$ cat src/rtl/e203_exu_oitf.sv
// Outstanding instruction track FIFO: records long-pipe instructions from dispatch to
// write-back and flags register hazards against in-flight destinations.
module e203_exu_oitf #(
    parameter int OITF_DEPTH = 2,
    parameter int ITAG_WIDTH = 1
) (
    input  logic                  clk,
    input  logic                  rst_n,

    input  logic                  dis_ena,
    output logic                  dis_ready,
    output logic [ITAG_WIDTH-1:0] dis_ptr,

    input  logic                  ret_ena,
    output logic [ITAG_WIDTH-1:0] ret_ptr,
    output logic [4:0]            ret_rdidx,
    output logic                  ret_rdwen,
    output logic [31:0]           ret_pc,

    input  logic                  disp_i_rs1en,
    input  logic                  disp_i_rs2en,
    input  logic                  disp_i_rs3en,
    input  logic                  disp_i_rdwen,
    input  logic [4:0]            disp_i_rs1idx,
    input  logic [4:0]            disp_i_rs2idx,
    input  logic [4:0]            disp_i_rs3idx,
    input  logic [4:0]            disp_i_rdidx,
    input  logic [31:0]           disp_i_pc,

    output logic                  oitfrd_match_disprs1,
    output logic                  oitfrd_match_disprs2,
    output logic                  oitfrd_match_disprs3,
    output logic                  oitfrd_match_disprd,
    output logic                  oitf_empty
);

    localparam logic [ITAG_WIDTH-1:0] LastPtr = ITAG_WIDTH'(OITF_DEPTH - 1);

    logic [OITF_DEPTH-1:0] vld_q, vld_d;
    logic [OITF_DEPTH-1:0] rdwen_q;
    logic [4:0]            rdidx_q [OITF_DEPTH];
    logic [31:0]           pc_q    [OITF_DEPTH];

    logic [ITAG_WIDTH-1:0] alc_ptr_q, alc_ptr_d;
    logic [ITAG_WIDTH-1:0] ret_ptr_q, ret_ptr_d;
    logic                  alc_flg_q, alc_flg_d;
    logic                  ret_flg_q, ret_flg_d;

    logic                  ptr_eq, empty, full;
    logic                  alc_fire, ret_fire;
    logic [OITF_DEPTH-1:0] ent_live;
    logic                  hit_rs1, hit_rs2, hit_rs3, hit_rd;

    // Wrap flags disambiguate empty from full when the pointers coincide.
    assign ptr_eq   = (alc_ptr_q == ret_ptr_q);
    assign empty    = ptr_eq & (alc_flg_q == ret_flg_q);
    assign full     = ptr_eq & (alc_flg_q != ret_flg_q);
    assign alc_fire = dis_ena & ~full;
    assign ret_fire = ret_ena & ~empty;

    assign dis_ready  = ~full;
    assign oitf_empty = empty;
    assign dis_ptr    = alc_ptr_q;
    assign ret_ptr    = ret_ptr_q;

    assign ret_rdidx = rdidx_q[ret_ptr_q];
    assign ret_rdwen = rdwen_q[ret_ptr_q];
    assign ret_pc    = pc_q[ret_ptr_q];

    always_comb begin
        vld_d     = vld_q;
        alc_ptr_d = alc_ptr_q;
        alc_flg_d = alc_flg_q;
        ret_ptr_d = ret_ptr_q;
        ret_flg_d = ret_flg_q;
        // Allocate and retire can never target the same slot in one cycle.
        if (alc_fire) begin
            vld_d[alc_ptr_q] = 1'b1;
            alc_ptr_d        = alc_ptr_q + ITAG_WIDTH'(1);
            if (alc_ptr_q == LastPtr) begin
                alc_flg_d = ~alc_flg_q;
            end
        end
        if (ret_fire) begin
            vld_d[ret_ptr_q] = 1'b0;
            ret_ptr_d        = ret_ptr_q + ITAG_WIDTH'(1);
            if (ret_ptr_q == LastPtr) begin
                ret_flg_d = ~ret_flg_q;
            end
        end
    end

    always_ff @(posedge clk) begin
        if (!rst_n) begin
            vld_q     <= '0;
            alc_ptr_q <= '0;
            alc_flg_q <= 1'b0;
            ret_ptr_q <= '0;
            ret_flg_q <= 1'b0;
        end else begin
            vld_q     <= vld_d;
            alc_ptr_q <= alc_ptr_d;
            alc_flg_q <= alc_flg_d;
            ret_ptr_q <= ret_ptr_d;
            ret_flg_q <= ret_flg_d;
        end
    end

    // Payload is qualified by vld, so it carries no reset.
    always_ff @(posedge clk) begin
        if (alc_fire) begin
            rdwen_q[alc_ptr_q] <= disp_i_rdwen;
            rdidx_q[alc_ptr_q] <= disp_i_rdidx;
            pc_q[alc_ptr_q]    <= disp_i_pc;
        end
    end

    assign ent_live = vld_q & rdwen_q;

    always_comb begin
        hit_rs1 = 1'b0;
        hit_rs2 = 1'b0;
        hit_rs3 = 1'b0;
        hit_rd  = 1'b0;
        for (int i = 0; i < OITF_DEPTH; i++) begin
            if (ent_live[i] && (rdidx_q[i] == disp_i_rs1idx)) hit_rs1 = 1'b1;
            if (ent_live[i] && (rdidx_q[i] == disp_i_rs2idx)) hit_rs2 = 1'b1;
            if (ent_live[i] && (rdidx_q[i] == disp_i_rs3idx)) hit_rs3 = 1'b1;
            if (ent_live[i] && (rdidx_q[i] == disp_i_rdidx))  hit_rd  = 1'b1;
        end
    end

    assign oitfrd_match_disprs1 = disp_i_rs1en & hit_rs1;
    assign oitfrd_match_disprs2 = disp_i_rs2en & hit_rs2;
    assign oitfrd_match_disprs3 = disp_i_rs3en & hit_rs3;
    assign oitfrd_match_disprd  = disp_i_rdwen & hit_rd;

endmodule

$ cat config.mk
export PLATFORM = sky130hd
export DESIGN_NAME = e203_exu_oitf
export DESIGN_NICKNAME = d
export VERILOG_FILES = /design/src/rtl/e203_exu_oitf.sv
export SDC_FILE = /design/constraint.sdc
export NUM_CORES = 1
export LEC_CHECK = 0
export CAP_MARGIN = 20
export CORE_MARGIN = 5
export CORE_UTILIZATION = 37
export DETAILED_ROUTE_END_ITERATION = 10
export GPL_TIMING_DRIVEN = 0
export PLACE_DENSITY = 0.68
export REMOVE_ABC_BUFFERS = 1
export SYNTH_ARGS = -nofsm -noshare
export SYNTH_HDL_FRONTEND = slang
export SYNTH_SLANG_ARGS = --single-unit
$ cat constraint.sdc
create_clock -name clk -period 3.01 [get_ports clk]
set_input_delay 0.602 -clock clk [delete_from_list [all_inputs] [get_ports clk]]
set_output_delay 0.602 -clock clk [all_outputs]
set_load 0.01 [all_outputs]
==> summary.md, run 1 <==
| Metric | Value |
|---|---|
| Most frequent cells in the layout | clkdlybuf4s50_1, edfxtp_1, xnor2_1 |
| Share of post-route cells with drive strength above 1 | 0.186 |
| Comb power frac | 0.219 |
| Clock network power share | 0.271 |
| CTS Hold Buffers Added | 0 |
| CP required | about 2.4 ns |
| Tmin final | around 2.9 ns |
| Pwr dens | 552 nW/µm² |
| Yosys warns | 0 |
| RSZ-0062 raised after global routing | false |
| Drt wl/cell | 17.0 µm |
| Crit Path Class | input pin to output port |
| Routability congestion estimate | roughly 0.84 |
| Vias in the first global route | 2449 |
| Initial Utilization | 0.376 |
| Post-synth cell types | 26 |
| Die area | 11900 µm² |
| Status | finished, final reports clean |
| Sw frac | 0.267 |
| VDD IR-drop max | 0.000284 V |
| Clock transition at path regs | ~0.090 ns |
| Buffers on Ports | around 110 |
| Seq pwr share | 0.510 |
| Synth Instances | 230 |
| Crit start category | input pin |
| Hold Path Class | register to register |
| Initial antenna violation count | 0 |
| Fmax | 347 MHz |
| Vias/cell | around 4.7 |
| CP Max Fanout | 4 |
| CP arrival | 2.28 ns |
| Clk sink count | 83 |
| Worst setup EP type | output port |
| Hold_sp | vld_q[1]$_SDFF_PN0_ |
| Commonest non-fill, non-tap cell in the layout | clkdlybuf4s50_1 |
| Die height | about 110 µm |
| Switching pwr | 0.743 mW |
| Clk_lat worst skew | roughly 0.34 ns |
| DRC Markers | 0 |
| Dpl hpwl | just under 6000 µm |
| Fin crit share | 0.956 |
| GRT Residual Overflow | 0 |
| Yosys reg bits | 83 |
| Fillers | slightly below 900 |
| Total Routed Length | about 8000 µm |
| Worst-margin pin slew | 0.565 ns |
| Avg Synthesized Cell Area | 15.7 µm² |
| Antenna Nets Post-Route | 0 |
| Die X | 109 µm |
| Post-cts sizing count | 0 |
| Reg-to-reg critical path startpoint | ret_ptr$_SDFFE_PN0P_ |
| Clock Tree Buf Depth | 2 |
| Layout area overhead | 39.1% |
| Total Routing Usage GR | 0.138 |
| Hold Vio Cnt, Final | 0 |
| Setup repair bufs after CTS | 0 |
| Final setup fails | 0 |
| # Max-Cap Violations | 0 |
| Ant. Diodes | 0 |
| First-pass DRT Iterations | 4 |
| Io pins | between 100 and 150 |
| Slew Viols, Final | 0 |
| Synth async-reset ratio | 0 |
| Row cnt | 36 |
| CTS root buffer | clkbuf_8 |
| Register area share after synthesis | 0.669 |
| Leak | roughly 1.6 nW |
| Number of buffers created by CTS | 9 |
| CTS tree | done |
| Worst slew margin | 0.623 |
| H-tree lvl count | 3 |
| Setup TNS | 0 ns |
| Largest net degree at the start of global routing | 27 |
| Int Pwr | 2.04 mW |
| Post-synth EDFFs | 76 |
| Post-Syn Area | roughly 3600 µm² |
| DRT iter0 DRCs | 48 |
| # nets final | around 390 |
| Core ar. | 9640 µm² |
| Synth Flop Type | edfxtp_1 |
| Layout Skew | 0.00724 ns |
| CP startpoint | disp_i_rdidx[3] |
| First-pass GRT wire length | between 10000 and 15000 µm |
| Routed vias | between 2000 and 2500 |
| Finished Core Util | 0.522 |
[cells in the mapped netlist, drive strengths merged, types with 3 or more instances]
cell type	count	area share
edfxtp	76	0.63
mux2	38	0.12
dfxtp	7	0.039
a21oi	3	0.0041
buf	6	0.0090
nand2	4	0.0041
and2	3	0.0052
nor2	4	0.0041
xnor2	43	0.10
o22ai	4	0.0069
nand4	16	0.028
clkbuf	10	0.010
[through the flow]
step / hold WS [ns] / worst slack, ns / cell area, µm² / total power [mW] / cells
floorplan: 0.529 / -0.00445 / 3550 / 1.71 / 214
global placement: 0.577 / -1.92 / 4770 / 2.04 / 452
detailed placement: 0.589 / 0.139 / 4850 / 2.06 / 455
CTS: 0.609 / 0.124 / 5030 / 2.83 / 471
global route: 0.653 / 0.0486 / 5030 / 2.92 / 471
finish: 0.610 / 0.131 / 5030 / 2.78 / 471
[final cells by class]
class | instances | area (µm²) | share of cell area
inverter | 2 | 7.51 | 0.00149
tap | 133 | 166 | 0.0331
timing repair buffer | 108 | 1110 | 0.221
clock inverter | 7 | 58.8 | 0.0117
sequential | 83 | 2420 | 0.481
clock buffer | 9 | 124 | 0.0246
multi-input combinational | 129 | 1140 | 0.227
[worst max-delay path, cell delays in order]
cell	delay [ns]
clkdlybuf4s50_1	0.57
xnor2_1	0.15
nand4_1	0.11
o22ai_1	0.25
clkdlybuf4s50_1	0.59
[flip-flops by register name, indices dropped and copies added, names as in the netlist, named ones only]
register and flops:
rdidx_q 10, alc_flg_q 1, dis_ptr 1, ret_ptr 1, vld_q 2, ret_flg_q 1
pc_q 64, rdwen_q 2
[routing by layer]
metal / wire length, µm / vias up / track usage / share of wire
met5: 0 / - / 0 / 0
met4: 102 / 0 / 0.0541 / 0.013
met3: 313 / 9 / 0.0320 / 0.039
met2: 4210 / 51 / 0.238 / 0.53
met1: 3360 / 1098 / 0.165 / 0.42
li1: - / 1065 / - / -
[power by group through the flow]
stage | registers [mW] | clock network [mW] | logic (mW)
floorplan | 1.44 | 0 | 0.265
global placement | 1.47 | 0 | 0.569
finish | 1.42 | 0.752 | 0.609
detailed placement | 1.45 | 0 | 0.617
CTS | 1.42 | 0.788 | 0.620
global route | 1.43 | 0.840 | 0.651
[logic make-up after synthesis]
family / Yosys count / synth area share
DFF: 83 / 0.669
xor gates and xnor gates: 44 / 0.109
muxes: 39 / 0.121
and+or+nand+nor: 30 / 0.0467
buffers and inverters: 18 / 0.0214
AOI/OAI and AO/OA: 15 / 0.0297
adders and majority gates: 1 / 0.00346
[final timing paths]
| kind | cells past startpoint | endpoint | slack, ns |
|---|---|---|---|
| setup / recovery | 5 | oitfrd_match_disprd | 0.13 |
| hold / removal | 2 | vld_q[1]$_SDFF_PN0_ | 0.61 |
| setup reg to reg | 3 | pc_q[0][2]$_DFFE_PP_ | 1.08 |
| hold reg to reg | 2 | vld_q[1]$_SDFF_PN0_ | 0.61 |
(Power assumes the default switching activity.)
==> run 2, diff against run 1 <==
Settings changed: GPL_ROUTABILITY_DRIVEN set to 1.
==> results of run 2 <==
The final DEF is identical to that of run 1; final timing and power are the same.
